### src/rtl/write_back_arbiter.sv
// Small circular FIFO: registered pointers with an extra wrap bit, head visible combinationally.
// Pushes while full and pops while empty are ignored.
module wb_fifo #(
  parameter int W     = 8,
  parameter int DEPTH = 4
) (
  input  logic         clk,
  input  logic         rst_n,
  input  logic         push_vld,
  input  logic [W-1:0] push_dat,
  input  logic         pop_vld,
  output logic [W-1:0] head_dat,
  output logic         full,
  output logic         empty
);
  localparam int AW = $clog2(DEPTH);

  logic [AW:0]  wptr, rptr;
  logic [W-1:0] mem [DEPTH];

  assign full     = (wptr[AW] != rptr[AW]) && (wptr[AW-1:0] == rptr[AW-1:0]);
  assign empty    = (wptr == rptr);
  assign head_dat = mem[rptr[AW-1:0]];

  always_ff @(posedge clk or negedge rst_n) begin
    if (!rst_n) begin
      wptr <= '0;
      rptr <= '0;
    end else begin
      if (push_vld && !full) wptr <= wptr + 1'b1;
      if (pop_vld && !empty) rptr <= rptr + 1'b1;
    end
  end

  always_ff @(posedge clk) begin
    if (push_vld && !full) mem[wptr[AW-1:0]] <= push_dat;
  end
endmodule

// Merges NUM_CH write-back channels onto one registered RF write port; ch0 latency 1, buffered channels >= 2.
// ch0 is stalled only on a forced anti-starvation cycle; buffered channels stall when their FIFO is full.
module write_back_arbiter #(
  parameter int XLEN         = 32,
  parameter int NUM_CH       = 2,
  parameter int FIFO_DEPTH   = 4,
  parameter int STARVE_LIMIT = 8
) (
  input  logic                   clk,
  input  logic                   rst_n,
  input  logic [NUM_CH-1:0]      in_valid,
  output logic [NUM_CH-1:0]      in_ready,
  input  logic [NUM_CH-1:0]      in_reg_write,
  input  logic [2*NUM_CH-1:0]    in_result_src,
  input  logic [3*NUM_CH-1:0]    in_funct3,
  input  logic [5*NUM_CH-1:0]    in_rd,
  input  logic [XLEN*NUM_CH-1:0] in_alu_result,
  input  logic [XLEN*NUM_CH-1:0] in_read_data,
  input  logic [XLEN*NUM_CH-1:0] in_pc_plus4,
  output logic                   rf_we,
  output logic [4:0]             rf_rd,
  output logic [XLEN-1:0]        rf_wdata,
  output logic                   wb_pending
);
  localparam int CW = $clog2(NUM_CH);
  localparam int SW = $clog2(STARVE_LIMIT + 1);

  typedef struct packed {
    logic [4:0]      rd;
    logic [XLEN-1:0] dat;
  } wb_ent_t;

  function automatic logic [XLEN-1:0] sel_result(
    input logic [1:0]      src,
    input logic [2:0]      f3,
    input logic [XLEN-1:0] alu,
    input logic [XLEN-1:0] rdat,
    input logic [XLEN-1:0] pc
  );
    logic [7:0]  b;
    logic [15:0] h;
    b = rdat[{alu[1:0], 3'b000} +: 8];
    h = alu[1] ? rdat[31:16] : rdat[15:0];
    sel_result = alu;
    if (src == 2'b10) begin
      sel_result = pc;
    end else if (src == 2'b01) begin
      case (f3)
        3'b000:  sel_result = {{(XLEN-8){b[7]}}, b};
        3'b001:  sel_result = {{(XLEN-16){h[15]}}, h};
        3'b100:  sel_result = {{(XLEN-8){1'b0}}, b};
        3'b101:  sel_result = {{(XLEN-16){1'b0}}, h};
        default: sel_result = rdat;
      endcase
    end
  endfunction

  logic [XLEN-1:0] sel_dat [NUM_CH];
  wb_ent_t         fifo_head [NUM_CH];
  logic [NUM_CH-1:0] wr_req, fifo_full, fifo_empty;
  logic [CW-1:0]   rr_ptr, gnt_idx;
  logic [SW-1:0]   starve_cnt;
  logic            any_ne, forced, ch0_win, fifo_gnt;

  for (genvar i = 0; i < NUM_CH; i++) begin : g_ch
    assign sel_dat[i] = sel_result(in_result_src[2*i +: 2], in_funct3[3*i +: 3],
                                   in_alu_result[XLEN*i +: XLEN], in_read_data[XLEN*i +: XLEN],
                                   in_pc_plus4[XLEN*i +: XLEN]);
    assign wr_req[i]  = in_reg_write[i] && (in_rd[5*i +: 5] != 5'd0);

    if (i == 0) begin : g_direct
      assign fifo_full[0]  = 1'b0;
      assign fifo_empty[0] = 1'b1;
      assign fifo_head[0]  = '0;
    end else begin : g_buf
      wb_ent_t ent;
      logic    push, pop;
      assign ent  = '{rd: in_rd[5*i +: 5], dat: sel_dat[i]};
      assign push = in_valid[i] && !fifo_full[i] && wr_req[i];
      assign pop  = fifo_gnt && (gnt_idx == CW'(i));

      wb_fifo #(.W($bits(wb_ent_t)), .DEPTH(FIFO_DEPTH)) u_fifo (
        .clk      (clk),
        .rst_n    (rst_n),
        .push_vld (push),
        .push_dat (ent),
        .pop_vld  (pop),
        .head_dat (fifo_head[i]),
        .full     (fifo_full[i]),
        .empty    (fifo_empty[i])
      );
    end
  end

  assign any_ne     = !(&fifo_empty);
  assign wb_pending = any_ne;
  assign forced     = any_ne && (starve_cnt == SW'(STARVE_LIMIT));
  // A dropped ch0 transfer carries no write, so it never steals the port from a FIFO.
  assign ch0_win    = in_valid[0] && wr_req[0] && !forced;

  always_comb begin
    in_ready    = ~fifo_full;
    in_ready[0] = !forced;
  end

  always_comb begin
    int idx;
    idx      = 0;
    fifo_gnt = 1'b0;
    gnt_idx  = '0;
    if (!ch0_win) begin
      for (int off = 0; off < NUM_CH-1; off++) begin
        idx = ((int'(rr_ptr) - 1 + off) % (NUM_CH-1)) + 1;
        if (!fifo_gnt && !fifo_empty[idx]) begin
          fifo_gnt = 1'b1;
          gnt_idx  = CW'(idx);
        end
      end
    end
  end

  always_ff @(posedge clk or negedge rst_n) begin
    if (!rst_n) begin
      rf_we      <= 1'b0;
      rf_rd      <= '0;
      rf_wdata   <= '0;
      rr_ptr     <= CW'(1);
      starve_cnt <= '0;
    end else begin
      rf_we <= ch0_win || fifo_gnt;
      if (ch0_win) begin
        rf_rd    <= in_rd[4:0];
        rf_wdata <= sel_dat[0];
      end else if (fifo_gnt) begin
        rf_rd    <= fifo_head[gnt_idx].rd;
        rf_wdata <= fifo_head[gnt_idx].dat;
      end
      if (fifo_gnt) rr_ptr <= (gnt_idx == CW'(NUM_CH-1)) ? CW'(1) : gnt_idx + CW'(1);
      if (fifo_gnt || !any_ne) starve_cnt <= '0;
      else if (ch0_win)        starve_cnt <= starve_cnt + SW'(1);
    end
  end
endmodule

### config.mk
export PLATFORM = sky130hd
export DESIGN_NAME = write_back_arbiter
export DESIGN_NICKNAME = d
export VERILOG_FILES = /design/src/rtl/write_back_arbiter.sv
export SDC_FILE = /design/constraint.sdc
export NUM_CORES = 1
export LEC_CHECK = 0
export CAP_MARGIN = 20
export CORE_AREA = 10 10 160 162
export CTS_CLUSTER_DIAMETER = 40
export DETAILED_ROUTE_END_ITERATION = 8
export DIE_AREA = 0 0 170 172
export PLACE_DENSITY = 0.8
export SKIP_CTS_REPAIR_TIMING = 1
export SLEW_MARGIN = 20
export SYNTH_ARGS = -nofsm -noshare
export SYNTH_HDL_FRONTEND = slang
export SYNTH_SLANG_ARGS = --single-unit
### constraint.sdc
create_clock -name clk -period 3.07 [get_ports clk]
set_input_delay 0.614 -clock clk [delete_from_list [all_inputs] [get_ports clk]]
set_output_delay 0.614 -clock clk [all_outputs]
set_load 0.02 [all_outputs]
==> metrics.md, run 1 <==
| Metric | Value |
|---|---|
| Status | `finished, final reports clean` |
| Initial antenna violation count | `0` |
| Core area | `approximately 22000 um2` |
| Mapped Cells | `944` |
| Largest net degree at the start of global routing | `47` |
| First-pass GRT wire length | `54700 um` |
| Ys flop type | `edfxtp_1` |
| Sequential share of the synthesized area | `between 50 and 60%` |
| Final Setup Violations | `0` |
| 1st-iter DRT viols | `860` |
| P&R area growth vs syn | `31.3%` |
| Area contributors post-synth | `edfxtp_1, dfrtp_1, mux4_2` |
| Die ar. | `29200 um2` |
| Post-Syn Area | `around 11000 um2` |
| Final-report hold violation count | `0` |
| Initial cell density of the core | `50.5%` |
| Critical path's largest stage delay | `0.65 ns` |
| Post-route DRC | `0` |
| CTS sink cnt | `196` |
| Required time of the worst setup path | `2.46 ns` |
| Grt ovf | `0` |
| CP Launch Type | `register` |
| Via Count | `9215` |
| Design Power | `10.5 mW` |
| Crit Path Max Fanout | `10` |
| Fin. max-slew vios | `0` |
| Antenna diodes | `0` |
| Max_slew headroom | `36.4%` |
| Vias per cell | `6.25` |
| IO buf count | `258` |
| Die height | `approximately 170 um` |
| Layout cells sized above 1 | `14.7%` |
| Max-cap violation count | `0` |
| Final worst-path cycle share | `95.3%` |
| Wire per inst | `between 20 and 25 um` |
| Skew-Pair Late Insertion Delay | `0.43 ns` |
| Area leader, netlist | `edfxtp_1` |
| #FFs+latches synth | `196` |
| GPL Wtd Cong | `0.955` |
| Crit. End Element | `output port` |
| Worst path arrival time | `2.31 ns` |
| Clock skew | `between 0.007 and 0.008 ns` |
| Syn Nets | `1169` |
| Detailed Routing Iterations Pass 1 | `7` |
| Yosys top cell area share | `39.4%` |
| Syn_area_per_cell | `12.0 um2` |
| Post-layout nets | `roughly 1400` |
| Post-synth EDFFs | `148` |
| Slowest stage cell, crit path | `clkdlybuf4s50_1` |
| Commonest non-fill, non-tap cell in the layout | `clkdlybuf4s50_1` |
| Vias in the first global route | `9079` |
| Lkg Pwr | `5.42 nW` |
| Total CTS buffers | `17` |
| Detail Placement HPWL | `27300 um` |
| Clk slew on worst S/H paths | `0.07 ns` |
| Synth async-reset ratio | `between 20% and 30%` |
| RSZ-0062 raised after global routing | `false` |
| Actual slew at the worst max-slew pin | `0.954 ns` |
| CTS H-tree depth | `4` |
| CTS tree | `yes` |
| Ports | `259` |
| Die width | `170 um` |
| Setup TNS Final | `0 ns` |
| Peak VDD IR | `637 uV` |
| Post-Route WL | `35900 um` |
| FMAX | `around 0.34 GHz` |
| Routed Antenna Nets | `0` |
| Clock Path Buffers | `2` |
| Row count | `55` |
| Worst Setup Path Type | `register to output port` |
| Synth cell types | `69` |
| CP cell instances | `xor2_2 > or3_1 > clkdlybuf4s50_1` |
| Most frequent cells in the layout | `clkdlybuf4s50_1, edfxtp_1, nand2_1` |
| Cell area power density | `711 nW/um2` |
| Root Driver | `clkbuf_16` |
| Gr usage total | `24.4%` |
| Hold Crit Class | `primary input to async pin` |
| Synth warn | `0` |
| Post-layout minimum cycle time | `2.92 ns` |
==> layer usage <==
metal | part of all wire (%) | up-vias | global-route usage [%]
met5 | 0 | - | 0
met4 | 2.2 | 0 | 6.64
met3 | 11 | 52 | 8.05
met2 | 46 | 546 | 38.4
met1 | 41 | 4464 | 31.8
li1 | - | 4153 | -
==> per-stage QoR <==
stage	hold WS, ns	utilization (%)	setup slack [ns]	cells	area [um2]
final	0.149	66.2	0.145	1475	14800
after CTS	0.143	66.2	0.134	1475	14800
after global routing	0.151	66.2	0.0170	1475	14800
after global placement	0.488	63.2	0.227	1443	14100
after detailed placement	0.487	63.2	0.181	1443	14100
after floorplan	0.318	-	0.515	944	11300
==> path summary, 6_finish.rpt <==
| check | startpoint | end | slack (ns) | cells past startpoint |
|---|---|---|---|---|
| setup / recovery | g_ch[1].g_buf.u_fifo.wptr[1]$_DFFE_PN0P_ | in_ready[1] | 0.15 | 3 |
| hold / removal | rst_n | rf_wdata[22]$_DFFE_PN0P_ | 0.15 | 1 |
| setup reg to reg | g_ch[1].g_buf.u_fifo.rptr[2]$_DFFE_PN0P_ | rf_wdata[1]$_DFFE_PN0P_ | 0.67 | 6 |
| hold reg to reg | starve_cnt[0]$_DFFE_PN0P_ | starve_cnt[0]$_DFFE_PN0P_ | 0.49 | 1 |
| max in group asynchronous | rst_n | rf_wdata[25]$_DFFE_PN0P_ | 2.13 | 2 |
| min in group clk | starve_cnt[0]$_DFFE_PN0P_ | starve_cnt[0]$_DFFE_PN0P_ | 0.49 | 1 |
==> synth_stat cells (8+ instances only) <==
cell,count
nor2_1,23
nand3b_1,8
dfrtp_1,48
mux4_2,39
a21oi_1,30
nand2b_1,12
nor3b_1,8
or3_1,9
a31oi_1,23
nor2b_1,13
a221oi_2,10
o2111ai_1,8
a22oi_1,14
nand3_1,63
inv_1,16
a221oi_1,13
or2_2,9
o311ai_1,17
o22a_1,9
o21ai_0,33
mux2_2,25
and3b_1,9
edfxtp_1,148
clkbuf_1,37
nand2_1,98
buf_2,36
mux2i_1,68
==> cell families (layout without fill, tap and decap cells) <==
family	Yosys count	after routing	share of synthesized area, %
and+or+nand+nor	282	282	12.8
AOI/OAI and AO/OA	213	213	14.5
DFF	196	196	50.0
muxes	134	134	16.6
buffers and inverters	101	347	4.22
xor gates and xnor gates	10	10	0.976
adders and majority gates	8	8	0.865
==> flip-flops by register name, summed over array words and instances (netlist names) <==
signal	count
g_ch.g_buf.u_fifo.mem	148
g_ch.g_buf.u_fifo.rptr	3
g_ch.g_buf.u_fifo.wptr	3
rf_rd	5
rf_wdata	32
rf_we	1
starve_cnt	4
==> critical path: cells and delay by family (launching register included) <==
kind,cells,cell delay [ns]
simple gates,1,0.30
buf+inv,1,0.65
flops,1,0.49
xor+xnor,1,0.45
==> cell type report <==
cell class / count / area, um2
Tap cell: 285 / 357
Clock buffer: 17 / 425
Multi-Input combinational cell: 647 / 5170
Sequential cell: 196 / 5650
Timing Repair Buffer: 298 / 2910
Fill cell: 1643 / 7550
Inverter: 17 / 63.8
Clock inverter: 15 / 244
==> power breakdown <==
part	switching (mW)	internal, mW
Sequential	0.291	3.46
Combinational	2.35	1.96
Clock	0.995	1.47
(Power assumes the default switching activity.)
==> run 2, diff against run 1 <==
Settings changed: CORE_AREA 10 10 160 162 to 2 2 152 154, DIE_AREA 0 0 170 172 to 0 0 154 156.
==> metrics.md, run 2 (synthesis gave the netlist of run 1 again) <==
| Metric | Value |
|---|---|
| Status | `finished, final reports clean` |
| Cell area power density | `703 nW/um2` |
| Die height | `156 um` |
| Sequential Power Share | `36.3%` |
| CTS sink cnt | `196` |
| Grt ovf | `0` |
| Global routing met3 resource utilization | `around 5.2%` |
| Post-Route WL | `34100 um` |
| Required time of the worst setup path | `2.46 ns` |
| P_sw | `3.59 mW` |
| Die width | `154 um` |
| Commonest non-fill, non-tap cell in the layout | `clkdlybuf4s50_1` |
| Design Area, Final | `14800 um2` |
| WP buf/inv | `1` |
| Clock Path Buffers | `2` |
| Clock skew | `0.00857 ns` |
| Skew-Pair Late Insertion Delay | `about 0.44 ns` |
| Pint | `6.80 mW` |
| Layout Cells excl Fill | `1474` |
| Comb pwr share | `41.6%` |
| Detailed Routing Iterations Pass 1 | `5` |
| Layout cells sized above 1 | `14.5%` |
| Grt met2 use | `46.3%` |
| Clock network power share | `22.1%` |
| Ports | `259` |
| Slowest stage cell, crit path | `clkdlybuf4s50_1` |
| Detail Placement HPWL | `between 20000 and 30000 um` |
| First-pass GRT wire length | `between 50000 and 60000 um` |
| GPL Wtd Cong | `0.901` |
| Die ar. | `24000 um2` |
| Root Driver | `clkbuf_16` |
| Placed cells | `1442` |
| Post-route DRC | `0` |
| Most frequent cells in the layout | `clkdlybuf4s50_1, edfxtp_1, nand2_1` |
| Max-cap violation count | `0` |
| FMAX | `around 0.34 GHz` |
| Worst path arrival time | `approximately 2.4 ns` |
| Met1 usage | `39.1%` |
| Vias in the first global route | `9007` |
| Row count | `55` |
| Largest net degree at the start of global routing | `47` |
| Crit. End Element | `output port` |
| Fin. max-slew vios | `0` |
| FF+latch area | `between 5000 and 6000 um2` |
| CP cell instances | `xor2_2 > or3_1 > clkdlybuf4s50_1` |
| Final Setup Violations | `0` |
| Clk slew on worst S/H paths | `0.07 ns` |
| Worst Setup Path Type | `register to output port` |
| Peak VDD IR | `410 uV` |
| Vias per cell | `between 6 and 7` |
| CTS H-tree depth | `4` |
| IO buf count | `258` |
| Setup TNS Final | `0 ns` |
| Final worst-path cycle share | `96.7%` |
| Actual slew at the worst max-slew pin | `a little over 0.9 ns` |
| 1st-iter DRT viols | `between 800 and 900` |
| Fillers | `1697` |
| Sw frac | `34.5%` |
| Final-report hold violation count | `0` |
| Critical path's largest stage delay | `0.65 ns` |
| Lkg Pwr | `5.39 nW` |
| Max_slew headroom | `39.0%` |
| CTS tree | `yes` |
| Initial cell density of the core | `50.5%` |
| RSZ-0062 raised after global routing | `false` |
| Antenna diodes | `0` |
| Fin Hold WS | `0.151 ns` |
| P&R area growth vs syn | `30.9%` |
| DP Area | `14200 um2` |
| Most Used Layer, Global Route | `met2` |
| Hold Crit Class | `primary input to async pin` |
| Total CTS buffers | `17` |
| Post-layout minimum cycle time | `2.97 ns` |
| Initial antenna violation count | `0` |
| Via Count | `9131` |
| Crit Path Max Fanout | `10` |
| CP top delay family | `buffers and inverters` |
| Wire per inst | `approximately 23 um` |
| Core area | `22400 um2` |
| Gr usage total | `between 20% and 30%` |
| Multi-input combinational cell area | `5170 um2` |
| Routed Antenna Nets | `0` |
| Post-layout nets | `1401` |
| CP Launch Type | `register` |
| Max FFs per register | `148` |
[run 2: power groups by stage]
stage               Clock (mW)  Combinational, mW  Sequential [mW]
finish                    2.29               4.32             3.77
global placement             0               4.21             3.78
global route              2.42               4.63             3.81
CTS                       2.32               4.32             3.76
floorplan                    0               2.34             4.04
detailed placement           0               4.27             3.81
[run 2: through the flow]
stage / power [mW] / worst slack [ns] / util, %
final: 10.4 / 0.100 / 66.1
after global routing: 10.9 / 0.0331 / 66.1
after CTS: 10.4 / 0.123 / 66.1
after detailed placement: 8.09 / 0.206 / 63.3
after global placement: 7.99 / 0.249 / 63.3
after floorplan: 6.38 / 0.515 / -
[run 2: final timing paths]
check	depth (start not counted)	slack, ns	endpoint	from
max in group asynchronous	2	2.16	rf_wdata[29]$_DFFE_PN0P_	rst_n
worst max register to register	6	0.67	rf_rd[2]$_DFFE_PN0P_	g_ch[1].g_buf.u_fifo.rptr[2]$_DFFE_PN0P_
worst min-delay path	1	0.15	rf_wdata[0]$_DFFE_PN0P_	rst_n
worst max-delay path	3	0.10	in_ready[1]	g_ch[1].g_buf.u_fifo.wptr[1]$_DFFE_PN0P_
worst min register to register	2	0.51	rf_wdata[19]$_DFFE_PN0P_	rf_wdata[19]$_DFFE_PN0P_
min in group clk	2	0.51	rf_wdata[19]$_DFFE_PN0P_	rf_wdata[19]$_DFFE_PN0P_
[run 2: layout make-up]
type | instances | share of cell area [%]
multi-input cells | 647 | 35.0
repair buffers | 297 | 19.8
inverters | 17 | 0.432
clock inverters | 14 | 1.25
well taps | 285 | 2.41
clock buffers | 18 | 2.90
flip-flops and latches | 196 | 38.2
[run 2: metal layers]
metal | up-vias | part of all wire (%)
met1 | 4384 | 42
met4 | 0 | 2.5
met5 | - | 0
met2 | 543 | 47
met3 | 51 | 9.0
li1 | 4153 | -
==> run 3, diff against run 2 <==
Settings changed: CTS_CLUSTER_DIAMETER 40 to 50.
==> results of run 3 <==
No change in the layout: final DEF, timing and power equal those of run 2.
==> patch 1 (flow settings as in run 2) <==
Reset style: synchronous (`rst_n`), changed in 2 clocked blocks.
--- a/src/rtl/write_back_arbiter.sv
+++ b/src/rtl/write_back_arbiter.sv
@@ -24,3 +24,3 @@
 
-  always_ff @(posedge clk or negedge rst_n) begin
+  always_ff @(posedge clk) begin
     if (!rst_n) begin
@@ -160,3 +160,3 @@
 
-  always_ff @(posedge clk or negedge rst_n) begin
+  always_ff @(posedge clk) begin
     if (!rst_n) begin
Behaviour: differs if rst_n is asserted again (counterexample within 4 cycles, from zero or initial values and one cycle with rst_n low); with rst_n held inactive, the same outputs for 4 cycles.
==> patch 1 against run 2 <==
Sequential cell count grew 2; via count decreased by 5.0%; total power decreased by 22%; routed wire length shrank 4.5%; cell count shrank 2.9%; global-route usage is 1.4 points lower; setup slack better by 150 ps; largest cell class unchanged; utilization decreased by 2.4 points; area after synthesis shrank 5.4%; maximum frequency rose by 5.2%; design area shrank 3.7%; count of clock-buffer cells in the layout decreased by 1.
==> patch 1: results (changes against run 2) <==
[power_and_ir_drop]
ir_drop_mv=0.4047  ; -1.3%
p_comb_share_pct=33.0  ; -8.6 points
pg_seq_mw=3.27  ; -13%
power_density_mw_per_mm2=570.4  ; -19%
p_int_mw=5.526  ; -19%
leakage_nw=4.917  ; -8.7%

[global_routing]
grt.met3_usage_pct=5.361  ; +0.17 points
gr-usage-all-layers_pct=27.22  ; -1.4 points
use_met2_pct=43.16  ; -3.1 points
grt_first_pass_wirelength_um=49450  ; -5.2%
antenna_found_initial=0  ; unchanged
grt.met1_usage_pct=37.57  ; -1.5 points
grt_max_degree=38  ; -19%
grt_pass1_vias=8532  ; -5.3%

[critical_path]
critPathLaunch=in_alu_result[33]
cp.arrival_ps=2930  ; +570 ps
rr_startpoint=g_ch[1].g_buf.u_fifo.wptr[1]
cp_max_fo=15  ; +5
r2r_cells=4  ; -2

[place]
routabilityCongestion=0.9245  ; +2.6%
dp_hpwl_um=24840  ; -1.8%
place_area_mm2=0.01363  ; -3.8%
post-place-ws_ps=-162.1  ; -367.6 ps
placed_cells=1399  ; -3.0%

[logic_synthesis]
ys_types=62  ; -10%
yosys-mux-area-fraction_pct=15.47  ; -1.1 points
synthArstFlopShare_pct=0  ; -24 points
yosysWarnings=0  ; unchanged
synth.area.top_cells=edfxtp_1 (42%), dfxtp_1 (9.4%), mux4_2 (8.0%), mux2i_1 (4.5%), mux2_2 (3.0%)
synth-adder-area-share_pct=0.9142  ; +0.049 points
synth_common_cells=edfxtp_1 (148), nand2_1 (71), a21oi_1 (51)
synth.avg_cell_area_um2=12.06  ; +0.91%
synth_nets=1110  ; -5.0%
synth_compound_area_share_pct=18.14  ; +3.6 points
synthXorXnorAreaFrac_pct=0.8204  ; -0.16 points
ys_seq_area_share_pct=51.01  ; +0.98 points

[cells_and_area]
final_util_pct=63.61  ; -2.4 points
num_antenna_cells=0  ; unchanged
largest_reg_flops=148  ; unchanged
nFillCells=1717  ; +1.2%
nNetsFinal=1358  ; -3.1%
drive_gt1_share_pct=14.92  ; +0.46 points

[drt]
detail_route.wl_per_cell_um=22.77  ; -1.7%
drt-initial-drc-count=754  ; -8.3%
wl_met1_um=14000  ; -1.2%
drt_wl_total_um=32580  ; -4.5%
firstDrtPassIters=5  ; unchanged
dr_total_vias=8672  ; -5.0%
wl_met3_um=2814  ; -8.6%
wl_met2_um=14770  ; -7.8%

[clock_tree]
cts.path.max_buffers=2  ; unchanged
h-tree-depth=4  ; unchanged
clock_latency_ps=430

[status]
status=finished clean

[sta]
max_slew.worst_pin.slew_ps=1008  ; +92.92 ps
skew_ps=12.13  ; +3.557 ps

[hold_path]
hold_class=reg2reg

-- patch 1: changes by cell type after synthesis, moves of 22 or more --
cell / change
nand3_1: -52
dfxtp_1: +50
dfrtp_1: -48
nand2_1: -27
a22oi_1: +22
nor2_1: +22
-- patch 1: worst paths after layout --
path,end,slack (ps)
max,g_ch[1].g_buf.u_fifo.mem[3][16],250
min,starve_cnt[0],490
max reg2reg,g_ch[1].g_buf.u_fifo.mem[3][16],940
min reg2reg,starve_cnt[0],490
-- patch 1: layout make-up --
type | count | area (um2) | area share [%]
clock buffers | 17 | 425.4 | 2.990
multi-input cells | 597 | 4813 | 33.83
well taps | 285 | 356.6 | 2.506
inverters | 14 | 52.55 | 0.3694
clock inverters | 15 | 175.2 | 1.231
flip-flops and latches | 198 | 5446 | 38.28
repair buffers | 305 | 2958 | 20.79
-- patch 1: worst max-delay path: stages --
cell and delay, ps:
clkdlybuf4s50_1 590, buf_4 170, mux2i_1 320, a2111oi_4 140, nor2_2 800, a221oi_1 290
==> patch 2 (settings of run 2) <==
Made on the original files. `STARVE_LIMIT`: 8 -> 4.
--- a/src/rtl/write_back_arbiter.sv
+++ b/src/rtl/write_back_arbiter.sv
@@ -45,3 +45,3 @@
   parameter int FIFO_DEPTH   = 4,
-  parameter int STARVE_LIMIT = 8
+  parameter int STARVE_LIMIT = 4
 ) (
Behaviour: not the same (a bounded check fails within 10 cycles, from zero or initial values and one cycle with rst_n low).
==> patch 2 against run 2 <==
Non-clock buffer count down 4; area after synthesis down 5.1%; setup slack better by 170 ps; design area down 4.0%; hold slack better by 81 ps; first-iteration DRC count down 27%; routed wire length down 7.7%; total power down 5.4%; global-route usage down 2.6 points; sequential cell count down 1; count of clock-buffer cells in the layout unchanged.
==> patch 2: results (changes against run 2) <==
[global_routing]
grt_pass1_vias=8383  ; -6.9%
antenna_found_initial=0  ; unchanged
grt_max_degree=48  ; +2.1%
gr-usage-all-layers_pct=25.99  ; -2.6 points
grt_first_pass_wirelength_um=47650  ; -8.6%

[place]
dp_hpwl_um=23070  ; -8.8%
routabilityCongestion=0.9249  ; +2.7%
place_area_mm2=0.01362  ; -3.8%
port_buffers=258  ; unchanged
post-place-ws_ps=62.50  ; -143.1 ps

[cells_and_area]
final_cells=1391  ; -5.6%
nNetsFinal=1318  ; -5.9%
drive_gt1_share_pct=13.29  ; -1.2 points
num_antenna_cells=0  ; unchanged
largest_reg_flops=148  ; unchanged

[critical_path]
critPathTopFamily=buffers and inverters
critPathLaunch=g_ch[1].g_buf.u_fifo.wptr[0]
slowest_stage=clkdlybuf4s50_1
rr_startpoint=g_ch[1].g_buf.u_fifo.wptr[0]
reg2reg_to=g_ch[1].g_buf.u_fifo.mem[2][12]
cp_max_fo=7  ; -3
crit_end=in_ready[1]
r2r_cells=4  ; -2
reg2reg_slack_ps=890  ; +220 ps

[logic_synthesis]
yosys-mux-area-fraction_pct=16.82  ; +0.25 points
syn_inst=858  ; -9.1%
yosysWarnings=0  ; unchanged
synth_nets=1083  ; -7.4%
ys_seq_area_share_pct=52.48  ; +2.4 points
synth_compound_area_share_pct=15.26  ; +0.75 points
ys_types=60  ; -13%
synth_top_family_by_area=multiplexers
synthXorXnorAreaFrac_pct=0.7360  ; -0.24 points
synth.area.top_cells=edfxtp_1 (41%), dfrtp_1 (11%), mux4_2 (8.4%), mux2i_1 (6.7%), nand3_1 (3.9%)
synth-adder-area-share_pct=0.8178  ; -0.047 points
synthArstFlopShare_pct=24.10  ; -0.39 points
synth_common_cells=edfxtp_1 (148), nand3_1 (84), mux2i_1 (72)

[power_and_ir_drop]
finalPower_mw=9.820  ; -5.4%
ir_drop_mv=0.4347  ; +6.0%
leakage_nw=5.238  ; -2.8%

[hold_path]
hold_class=in2async

[drt]
firstDrtPassIters=5  ; unchanged
detail_route.wl_per_cell_um=22.64  ; -2.2%
drt-initial-drc-count=597  ; -27%
viasPerCell=6.112  ; -1.3%

[clock_tree]
h-tree-depth=4  ; unchanged
cts.path.max_buffers=2  ; unchanged
cts_root_buffer=clkbuf_16
numCtsBuffers=17  ; unchanged

[sta]
timing.slew.headroom_pct=50.06  ; +11 points
period_minus_slack_ps=2803  ; -166.3 ps
skew_ps=9.244  ; +0.6735 ps

[status]
status=finished clean

patch 2: cell count changes after synthesis, sizes merged, moves of 9 or more:
| cell | before | now |
|---|---|---|
| nand2 | 100 | 59 |
| a2111oi | 0 | 16 |
| and3b | 9 | 0 |
| a31oi | 23 | 8 |
| mux2 | 27 | 16 |
| buf | 45 | 32 |
| nor2 | 23 | 12 |
| a21o | 0 | 17 |
| a21oi | 31 | 13 |
| nand3 | 63 | 84 |
| o22a | 9 | 0 |
patch 2: how the worst min path moves through the flow:
stage / start / endpoint / slack [ps] / cells past startpoint
after floorplan: rst_n / g_ch[1].g_buf.u_fifo.rptr[0] / 320 / 0
after global placement: starve_cnt[0] / starve_cnt[0] / 470 / 1
after detailed placement: starve_cnt[0] / starve_cnt[0] / 480 / 1
after CTS: rst_n / rf_we / 250 / 1
after global routing: rst_n / rf_wdata[6] / 270 / 1
final: rst_n / rf_rd[0] / 230 / 1
patch 2: final cells by class:
cell class                      instances  area, um2
Clock buffer                           18      429.2
Clock inverter                         14      130.1
Fill cell                            1700       8175
Inverter                               17      63.81
Multi-Input combinational cell        569       4707
Sequential cell                       195       5622
Tap cell                              285      356.6
Timing Repair Buffer                  293       2882
patch 2: metal layers:
layer  wire [um]  track usage (%)  vias to the layer above
met2       15230            43.54                      460
li1            -                -                     3891
met1       12780            34.68                     4124
met5           0                0                        -
met3        3021            5.750                       27
met4         458            6.453                        0
patch 2: power by group:
group / switching (mW) / leakage [nW] / internal (mW) / total (mW)
logic: 2.17 / 3.06 / 1.85 / 4.02
registers: 0.255 / 1.90 / 3.45 / 3.70
clock network: 0.971 / 0.272 / 1.13 / 2.10
